===== src/rtl/memtrace_pkg.sv =====
// Shared types and default widths for the memory-trace capture path.
// lane_req_t / beat_t describe the default configuration (4 lanes, 64/32/64 bits).
package memtrace_pkg;

  localparam int DEF_NUM_LANES   = 4;
  localparam int DEF_DATA_WIDTH  = 64;
  localparam int DEF_SIZE_WIDTH  = 32;
  localparam int DEF_FIFO_DEPTH  = 4;
  localparam int DEF_CYCLE_WIDTH = 64;

  // Serializer states
  typedef enum logic [0:0] {
    SER_IDLE = 1'b0,
    SER_EMIT = 1'b1
  } ser_state_e;

  // One lane of a request beat
  typedef struct packed {
    logic [DEF_DATA_WIDTH-1:0] address;
    logic                      is_store;
    logic [DEF_SIZE_WIDTH-1:0] size;
    logic [DEF_DATA_WIDTH-1:0] data;
  } lane_req_t;

  // A time-stamped request beat as held in the buffer
  typedef struct packed {
    logic [DEF_CYCLE_WIDTH-1:0]           cycle;
    logic [DEF_NUM_LANES-1:0]             mask;
    lane_req_t [DEF_NUM_LANES-1:0]        lanes;
  } beat_t;

endpackage


===== src/rtl/mem_trace_beat_fifo.sv =====
// Beat buffer for the trace recorder: register-array FIFO of beat records.
// Exposes the head entry and the entry behind it so the serializer can move
// from one beat to the next without an idle cycle.
module mem_trace_beat_fifo
  import memtrace_pkg::*;
#(
  parameter type beat_type = beat_t,
  parameter int  DEPTH     = DEF_FIFO_DEPTH,
  localparam int PTR_W     = $clog2(DEPTH),
  localparam int CNT_W     = $clog2(DEPTH) + 1
) (
  input  logic             clock,
  input  logic             reset,
  input  logic             push,
  input  beat_type         push_beat,
  input  logic             pop,
  output beat_type         head,
  output beat_type         second,
  output logic             full,
  output logic             empty,
  output logic [CNT_W-1:0] count
);

  beat_type         mem_r [DEPTH];
  logic [PTR_W-1:0] rd_ptr_r;
  logic [PTR_W-1:0] wr_ptr_r;
  logic [CNT_W-1:0] count_r;
  logic             push_ok_s;
  logic             pop_ok_s;

  assign full   = (count_r == CNT_W'(DEPTH));
  assign empty  = (count_r == CNT_W'(0));
  assign count  = count_r;
  assign head   = mem_r[rd_ptr_r];
  assign second = mem_r[rd_ptr_r + PTR_W'(1)];

  assign push_ok_s = push && !full;
  assign pop_ok_s  = pop && !empty;

  // Storage write; contents need no reset because occupancy is tracked separately
  always_ff @(posedge clock) begin
    if (push_ok_s) begin
      mem_r[wr_ptr_r] <= push_beat;
    end
  end

  // Pointer and occupancy bookkeeping
  always_ff @(posedge clock or negedge reset) begin
    if (!reset) begin
      rd_ptr_r <= '0;
      wr_ptr_r <= '0;
      count_r  <= '0;
    end else begin
      if (push_ok_s) begin
        wr_ptr_r <= wr_ptr_r + PTR_W'(1);
      end
      if (pop_ok_s) begin
        rd_ptr_r <= rd_ptr_r + PTR_W'(1);
      end
      case ({push_ok_s, pop_ok_s})
        2'b10:   count_r <= count_r + CNT_W'(1);
        2'b01:   count_r <= count_r - CNT_W'(1);
        default: count_r <= count_r;
      endcase
    end
  end

endmodule


===== src/rtl/mem_trace_recorder.sv =====
// Memory-trace recorder: time-stamps NUM_LANES-wide request beats, buffers
// them and serializes each beat into one record per active lane.
// Optional feature macro MEMTRACE_RECORD_DPI_EN adds the FILENAME parameter.
module mem_trace_recorder
  import memtrace_pkg::*;
#(
  parameter int NUM_LANES   = DEF_NUM_LANES,
  parameter int DATA_WIDTH  = DEF_DATA_WIDTH,
  parameter int SIZE_WIDTH  = DEF_SIZE_WIDTH,
  parameter int FIFO_DEPTH  = DEF_FIFO_DEPTH,
  parameter int CYCLE_WIDTH = DEF_CYCLE_WIDTH
`ifdef MEMTRACE_RECORD_DPI_EN
  , parameter string FILENAME = "undefined"
`endif
) (
  input  logic                             clock,
  input  logic                             reset,
  output logic                             req_ready,
  input  logic [NUM_LANES-1:0]             req_valid,
  input  logic [DATA_WIDTH*NUM_LANES-1:0]  req_address,
  input  logic [NUM_LANES-1:0]             req_is_store,
  input  logic [SIZE_WIDTH*NUM_LANES-1:0]  req_size,
  input  logic [DATA_WIDTH*NUM_LANES-1:0]  req_data,
  input  logic                             req_finished,
  output logic                             rec_valid,
  input  logic                             rec_ready,
  output logic [CYCLE_WIDTH-1:0]           rec_cycle,
  output logic [$clog2(NUM_LANES)-1:0]     rec_tid,
  output logic [DATA_WIDTH-1:0]            rec_address,
  output logic                             rec_is_store,
  output logic [SIZE_WIDTH-1:0]            rec_size,
  output logic [DATA_WIDTH-1:0]            rec_data,
  output logic                             rec_last,
  output logic                             done
);

  localparam int TID_W = $clog2(NUM_LANES);
  localparam int CNT_W = $clog2(FIFO_DEPTH) + 1;

  typedef struct packed {
    logic [DATA_WIDTH-1:0] address;
    logic                  is_store;
    logic [SIZE_WIDTH-1:0] size;
    logic [DATA_WIDTH-1:0] data;
  } lane_t;

  typedef struct packed {
    logic [CYCLE_WIDTH-1:0]   cycle;
    logic [NUM_LANES-1:0]     mask;
    lane_t [NUM_LANES-1:0]    lanes;
  } rbeat_t;

  // Index of the lowest set lane; the mask is never empty when this is used
  function automatic logic [TID_W-1:0] lowest_lane(input logic [NUM_LANES-1:0] m);
    logic [TID_W-1:0] idx;
    idx = '0;
    for (int i = NUM_LANES - 1; i >= 0; i--) begin
      if (m[i]) begin
        idx = TID_W'(i);
      end
    end
    return idx;
  endfunction

  // True when exactly one lane remains
  function automatic logic single_lane(input logic [NUM_LANES-1:0] m);
    return (m != '0) && ((m & (m - NUM_LANES'(1))) == '0);
  endfunction

  logic [CYCLE_WIDTH-1:0] cycle_r;
  logic                   finished_r;
  logic                   done_r;
  ser_state_e             state_r;
  logic [NUM_LANES-1:0]   remain_r;
  logic                   rec_valid_r;
  logic [CYCLE_WIDTH-1:0] rec_cycle_r;
  logic [TID_W-1:0]       rec_tid_r;
  logic [DATA_WIDTH-1:0]  rec_address_r;
  logic                   rec_is_store_r;
  logic [SIZE_WIDTH-1:0]  rec_size_r;
  logic [DATA_WIDTH-1:0]  rec_data_r;
  logic                   rec_last_r;

  rbeat_t                 push_beat_s;
  rbeat_t                 head_s;
  rbeat_t                 second_s;
  rbeat_t                 src_beat_s;
  logic                   push_s;
  logic                   pop_s;
  logic                   fifo_full_s;
  logic                   fifo_empty_s;
  logic [CNT_W-1:0]       fifo_count_s;
  logic                   handshake_s;
  logic                   load_s;
  logic                   go_idle_s;
  logic [NUM_LANES-1:0]   src_mask_s;
  logic [TID_W-1:0]       src_tid_s;
  logic                   done_now_s;

  // Ready is held low while reset is asserted, otherwise it tracks buffer space
  assign req_ready   = reset && !fifo_full_s;
  assign push_s      = req_ready && (req_valid != '0);
  assign handshake_s = rec_valid_r && rec_ready;
  assign pop_s       = handshake_s && rec_last_r;
  assign done_now_s  = finished_r && fifo_empty_s && (state_r == SER_IDLE);
  assign done        = done_r || done_now_s;

  assign rec_valid    = rec_valid_r;
  assign rec_cycle    = rec_cycle_r;
  assign rec_tid      = rec_tid_r;
  assign rec_address  = rec_address_r;
  assign rec_is_store = rec_is_store_r;
  assign rec_size     = rec_size_r;
  assign rec_data     = rec_data_r;
  assign rec_last     = rec_last_r;

  // Pack the incoming lanes and the current time stamp into one beat record
  always_comb begin
    push_beat_s       = '0;
    push_beat_s.cycle = cycle_r;
    push_beat_s.mask  = req_valid;
    for (int g = 0; g < NUM_LANES; g++) begin
      push_beat_s.lanes[g].address  = req_address[DATA_WIDTH*g +: DATA_WIDTH];
      push_beat_s.lanes[g].is_store = req_is_store[g];
      push_beat_s.lanes[g].size     = req_size[SIZE_WIDTH*g +: SIZE_WIDTH];
      push_beat_s.lanes[g].data     = req_data[DATA_WIDTH*g +: DATA_WIDTH];
    end
  end

  mem_trace_beat_fifo #(
    .beat_type (rbeat_t),
    .DEPTH     (FIFO_DEPTH)
  ) u_fifo (
    .clock     (clock),
    .reset     (reset),
    .push      (push_s),
    .push_beat (push_beat_s),
    .pop       (pop_s),
    .head      (head_s),
    .second    (second_s),
    .full      (fifo_full_s),
    .empty     (fifo_empty_s),
    .count     (fifo_count_s)
  );

  // Free-running time stamp, restarted by reset
  always_ff @(posedge clock or negedge reset) begin
    if (!reset) begin
      cycle_r <= '0;
    end else begin
      cycle_r <= cycle_r + CYCLE_WIDTH'(1);
    end
  end

  // Sticky end-of-stream flag and sticky done
  always_ff @(posedge clock or negedge reset) begin
    if (!reset) begin
      finished_r <= 1'b0;
      done_r     <= 1'b0;
    end else begin
      finished_r <= finished_r || req_finished;
      done_r     <= done_r || done_now_s;
    end
  end

  // Decide which beat and lane mask feed the next record. Moving to the next
  // beat uses the entry behind the head, because the head pops this cycle.
  always_comb begin
    load_s     = 1'b0;
    go_idle_s  = 1'b0;
    src_beat_s = head_s;
    src_mask_s = head_s.mask;
    case (state_r)
      SER_IDLE: begin
        if (!fifo_empty_s) begin
          load_s = 1'b1;
        end else begin
          load_s = 1'b0;
        end
      end
      SER_EMIT: begin
        if (!handshake_s) begin
          load_s = 1'b0;
        end else if (!rec_last_r) begin
          load_s     = 1'b1;
          src_mask_s = remain_r & ~(NUM_LANES'(1) << rec_tid_r);
        end else if (fifo_count_s >= CNT_W'(2)) begin
          load_s     = 1'b1;
          src_beat_s = second_s;
          src_mask_s = second_s.mask;
        end else begin
          go_idle_s = 1'b1;
        end
      end
      default: begin
        go_idle_s = 1'b1;
      end
    endcase
    src_tid_s = lowest_lane(src_mask_s);
  end

  // Serializer FSM with registered record outputs
  always_ff @(posedge clock or negedge reset) begin
    if (!reset) begin
      state_r        <= SER_IDLE;
      remain_r       <= '0;
      rec_valid_r    <= 1'b0;
      rec_cycle_r    <= '0;
      rec_tid_r      <= '0;
      rec_address_r  <= '0;
      rec_is_store_r <= 1'b0;
      rec_size_r     <= '0;
      rec_data_r     <= '0;
      rec_last_r     <= 1'b0;
    end else if (load_s) begin
      state_r        <= SER_EMIT;
      remain_r       <= src_mask_s;
      rec_valid_r    <= 1'b1;
      rec_cycle_r    <= src_beat_s.cycle;
      rec_tid_r      <= src_tid_s;
      rec_address_r  <= src_beat_s.lanes[src_tid_s].address;
      rec_is_store_r <= src_beat_s.lanes[src_tid_s].is_store;
      rec_size_r     <= src_beat_s.lanes[src_tid_s].size;
      rec_data_r     <= src_beat_s.lanes[src_tid_s].data;
      rec_last_r     <= single_lane(src_mask_s);
    end else if (go_idle_s) begin
      state_r     <= SER_IDLE;
      remain_r    <= '0;
      rec_valid_r <= 1'b0;
      rec_last_r  <= 1'b0;
    end else begin
      state_r <= state_r;
    end
  end

endmodule

===== config.mk =====
export PLATFORM = sky130hd
export DESIGN_NAME = mem_trace_recorder
export DESIGN_NICKNAME = d
export VERILOG_FILES = /design/src/rtl/memtrace_pkg.sv /design/src/rtl/mem_trace_beat_fifo.sv /design/src/rtl/mem_trace_recorder.sv
export SDC_FILE = /design/constraint.sdc
export NUM_CORES = 2
export LEC_CHECK = 0
export BUFFER_PORTS_ARGS = -buffer_cell sky130_fd_sc_hd__buf_2
export CORE_MARGIN = 4
export CORE_UTILIZATION = 55
export CTS_CLUSTER_SIZE = 14
export DETAILED_ROUTE_END_ITERATION = 8
export PLACE_DENSITY_LB_ADDON = 0.1
export SLEW_MARGIN = 30
export SYNTH_ARGS = -nofsm -noshare
export SYNTH_HDL_FRONTEND = slang
export SYNTH_SLANG_ARGS = --single-unit

===== constraint.sdc =====
create_clock -name clock -period 42.1 [get_ports clock]
set_input_delay 6.315 -clock clock [delete_from_list [all_inputs] [get_ports clock]]
set_output_delay 6.315 -clock clock [all_outputs]
set_load 0.02 [all_outputs]

==> results.md <==
- Pwr Density: 75.31 nW/um^2
- Core area: 254900 sq um
- Layout cells sized above 1: 33.35%
- DRC marker count from the first detailed-route iteration: 7852
- GRT Total Usage: 27.63%
- First-pass GRT wire length: 541500 microns
- Nature of the critical path startpoint: input port
- #FFs+latches synth: 3154
- Die height: 514.7 microns
- Primary FF master, synth: edfxtp_1
- Skew-Pair Late Insertion Delay: 0.95 ns
- Hold depth: 1
- Status: finished, final reports clean
- Slew @ Worst Pin: 1.035 ns
- Fin crit share: 32.76%
- Initial core utilization: 55.40%
- Slew Limit Fails: 0
- Die ar.: 264900 sq um
- RePlAce Congestion: 0.8102
- Yosys warnings: 0
- Total internal power: 7957 uW
- CP required: 35.78 ns
- Total gr overflow: 0
- Clock buffer depth: 4
- Hold Path End: done_r
- Post_cts resized: 0
- Pleak: 0.05530 uW
- Crit end category: output port
- WP data arrival: 7.48 ns
- MaxCap Viol Count: 0
- Total number of vias: 81110
- RR Startpoint: u_fifo.count[1]
- Nets: 9187
- Die width: 514.7 microns
- Clock sink total: 3154
- Pre-antenna DRT Iters: 6
- DR DRC count: 0
- Max Freq: 72.50 MHz
- Final Hold Viols: 0
- Post-synthesis sequential area ratio: 66.00%
- Worst VDD drop: 0.0001114 V
- FP Rows: 185
- Switch share: 34.37%
- CTS tree: done
- Sequential power share: 36.3%
- Slew headroom: 31.00%
- Num CTS Buffers: 346
- Final setup violating endpoints: 0
- Placed cell count: 11540
- Clock power frac: 24.5%
- Yosys cell types: 75
- Mapped cell area: 141200 sq um
- Hold crit path type: flip-flop to flip-flop
- Synth Instances: 7735
- CTS Root Cell: clkbuf_16
- Final cell count without fillers: 12340
- Post-synth EDFFs: 2848
- Postcts setup bufs: 0
- Syn nets: 8394
- Worst-path fanout max: 61
- Setup TNS: 0 ns
- Post-DRT Antenna Nets: 0
- RSZ-0062 raised after global routing: false
- Total Wirelength: 369800 microns
- Reg2reg end: u_fifo.mem_r[3][102]
- Initial antenna violation count: 293
- Worst-path clk slew: 0.05 ns
- Ports: 883
- Final min period: 13.79 ns
- WL/cell: 29.96 microns
- Buffers added on ports: 882
- Combinational share of power: 39.2%
- Clock Skew: 0.06583 ns
- R2R Setup Slk: 35.34 ns
- Largest net degree at the start of global routing: 165
- Area Growth Syn to Fin: 14.02%
- Worst Hold Launch: done_r
- Worst Reg2Reg Path Length in Cells: 11
- H-tree levels: 5
- Mean Syn Cell Area: 18.25 sq um
- Post-synth ARST share: 9.702%
- Drt via density: 6.571
- Hold_buf cts: 0
- Kind of critical path: input port to output port
- Vias in the first global route: 81720
- Dpl hpwl: 226700 microns
- Switching pwr: 4167 uW
## placed cells by master (no fill, tap or decap), drive strengths merged, types with 55 or more instances in the layout
cell type	n
a211oi	66
edfxtp	2848
a21oi	182
clkbuf	480
nand2	916
mux4	1374
o21ai	55
nand3	149
nor2	242
mux2i	216
diode	179
dfrtp	306
clkinv	95
and3	160
a31oi	198
buf	1031
## worst max-delay path: stages
cell	delay (ns)
buf_8	0.37
inv_1	0.09
a31oi_1	0.31
buf_2	0.24
## synth_stat cells, types with 6 or more instances
cell / number / area, sq um
and4_1: 6 / 52.55
o32a_1: 7 / 70.07
xor2_1: 24 / 210.2
and2_1: 11 / 68.82
nand4_1: 18 / 112.6
and3_1: 160 / 1001
nor2_1: 240 / 900.9
o32ai_1: 24 / 210.2
o21ai_0: 54 / 270.3
buf_2: 100 / 500.5
a21oi_1: 182 / 910.9
a32oi_1: 48 / 420.4
xnor2_1: 44 / 385.4
a221oi_1: 10 / 87.58
o22ai_1: 43 / 269.0
edfxtp_1: 2848 / 85520
a211oi_1: 64 / 480.5
buf_1: 68 / 255.2
nor3_1: 17 / 85.08
buf_4: 12 / 90.09
a21o_1: 8 / 60.06
o211ai_1: 6 / 45.04
o22a_1: 13 / 113.9
inv_1: 10 / 37.54
dfrtp_1: 306 / 7657
nor2b_1: 41 / 256.5
a31oi_1: 198 / 1239
o221ai_1: 12 / 105.1
clkbuf_1: 405 / 1520
mux2i_1: 216 / 2162
ha_1: 6 / 75.07
nand2_1: 914 / 3431
a22oi_1: 17 / 127.6
mux4_2: 1374 / 30940
nand3_1: 148 / 740.7
a2111o_1: 14 / 157.7
## layer usage
metal / share of wire, % / global-route usage (%) / vias to the layer above
met1: 38 / 37.15 / 42740
met4: 4.2 / 10.99 / 130
met3: 11 / 8.420 / 876
met2: 47 / 42.79 / 3433
met5: 0.22 / 0 / -
li1: - / - / 33920
## cell type report
class / count / area (sq um)
diodes: 179 / 447.9
clock inverters: 138 / 1549
multi-input cells: 3985 / 45730
fillers: 17830 / 93880
repair buffers: 1031 / 6210
inverters: 10 / 37.54
flip-flops and latches: 3154 / 93190
clock buffers: 480 / 9605
well taps: 3366 / 4212
## how the worst max path moves through the flow
stage | from | end | slack [ns] | depth (start not counted)
after floorplan | reset | u_fifo.mem_r[0][0] | 17.70 | 4
after global placement | reset | req_ready | 28.29 | 4
after detailed placement | reset | req_ready | 28.31 | 4
after CTS | reset | req_ready | 28.31 | 4
after global routing | reset | req_ready | 28.23 | 4
final | reset | req_ready | 28.31 | 4
## logic make-up after synthesis
group           count (synthesis)  synth area share (%)
flops                        3154                 66.00
compound gates                740                 3.513
buf+inv                       596                 1.710
simple gates                 1580                 4.840
xor+xnor                       68                0.4218
mux                          1590                 23.45
fa+ha+maj                       7               0.06735
## per-stage QoR
stage | setup WS (ns) | power [uW] | hold slack (ns) | util [%] | area [sq um]
after CTS | 28.31 | 12210 | 0.4832 | 62.87 | 160200
after global placement | 28.29 | 9111 | 0.4331 | 58.41 | 148900
after detailed placement | 28.31 | 9224 | 0.4676 | 58.49 | 149100
after global routing | 28.23 | 12740 | 0.4903 | 63.05 | 160700
after floorplan | 17.70 | 8294 | 0.4404 | - | 141200
final | 28.31 | 12120 | 0.4815 | 63.16 | 161000
## sequential cells by signal, summed over array words and instances, names as in the netlist
name,count
cycle_r,64
done_r,1
finished_r,1
rec_address,64
rec_cycle,64
rec_data,64
rec_is_store,1
rec_last,1
rec_size,32
rec_tid,2
rec_valid,1
remain_r,4
u_fifo.count,3
u_fifo.mem_r,2848
u_fifo.rd_ptr_r,2
u_fifo.wr_ptr_r,2
## power groups by stage
stage / Combinational [uW] / Sequential (uW) / Clock, uW
after CTS: 4780 / 4400 / 3030
final: 4760 / 4400 / 2970
after floorplan: 3370 / 4930 / 0
after global placement: 4700 / 4410 / 0
after global routing: 5130 / 4440 / 3160
after detailed placement: 4770 / 4460 / 0
Note: power is estimated with default switching activity, not from simulation.
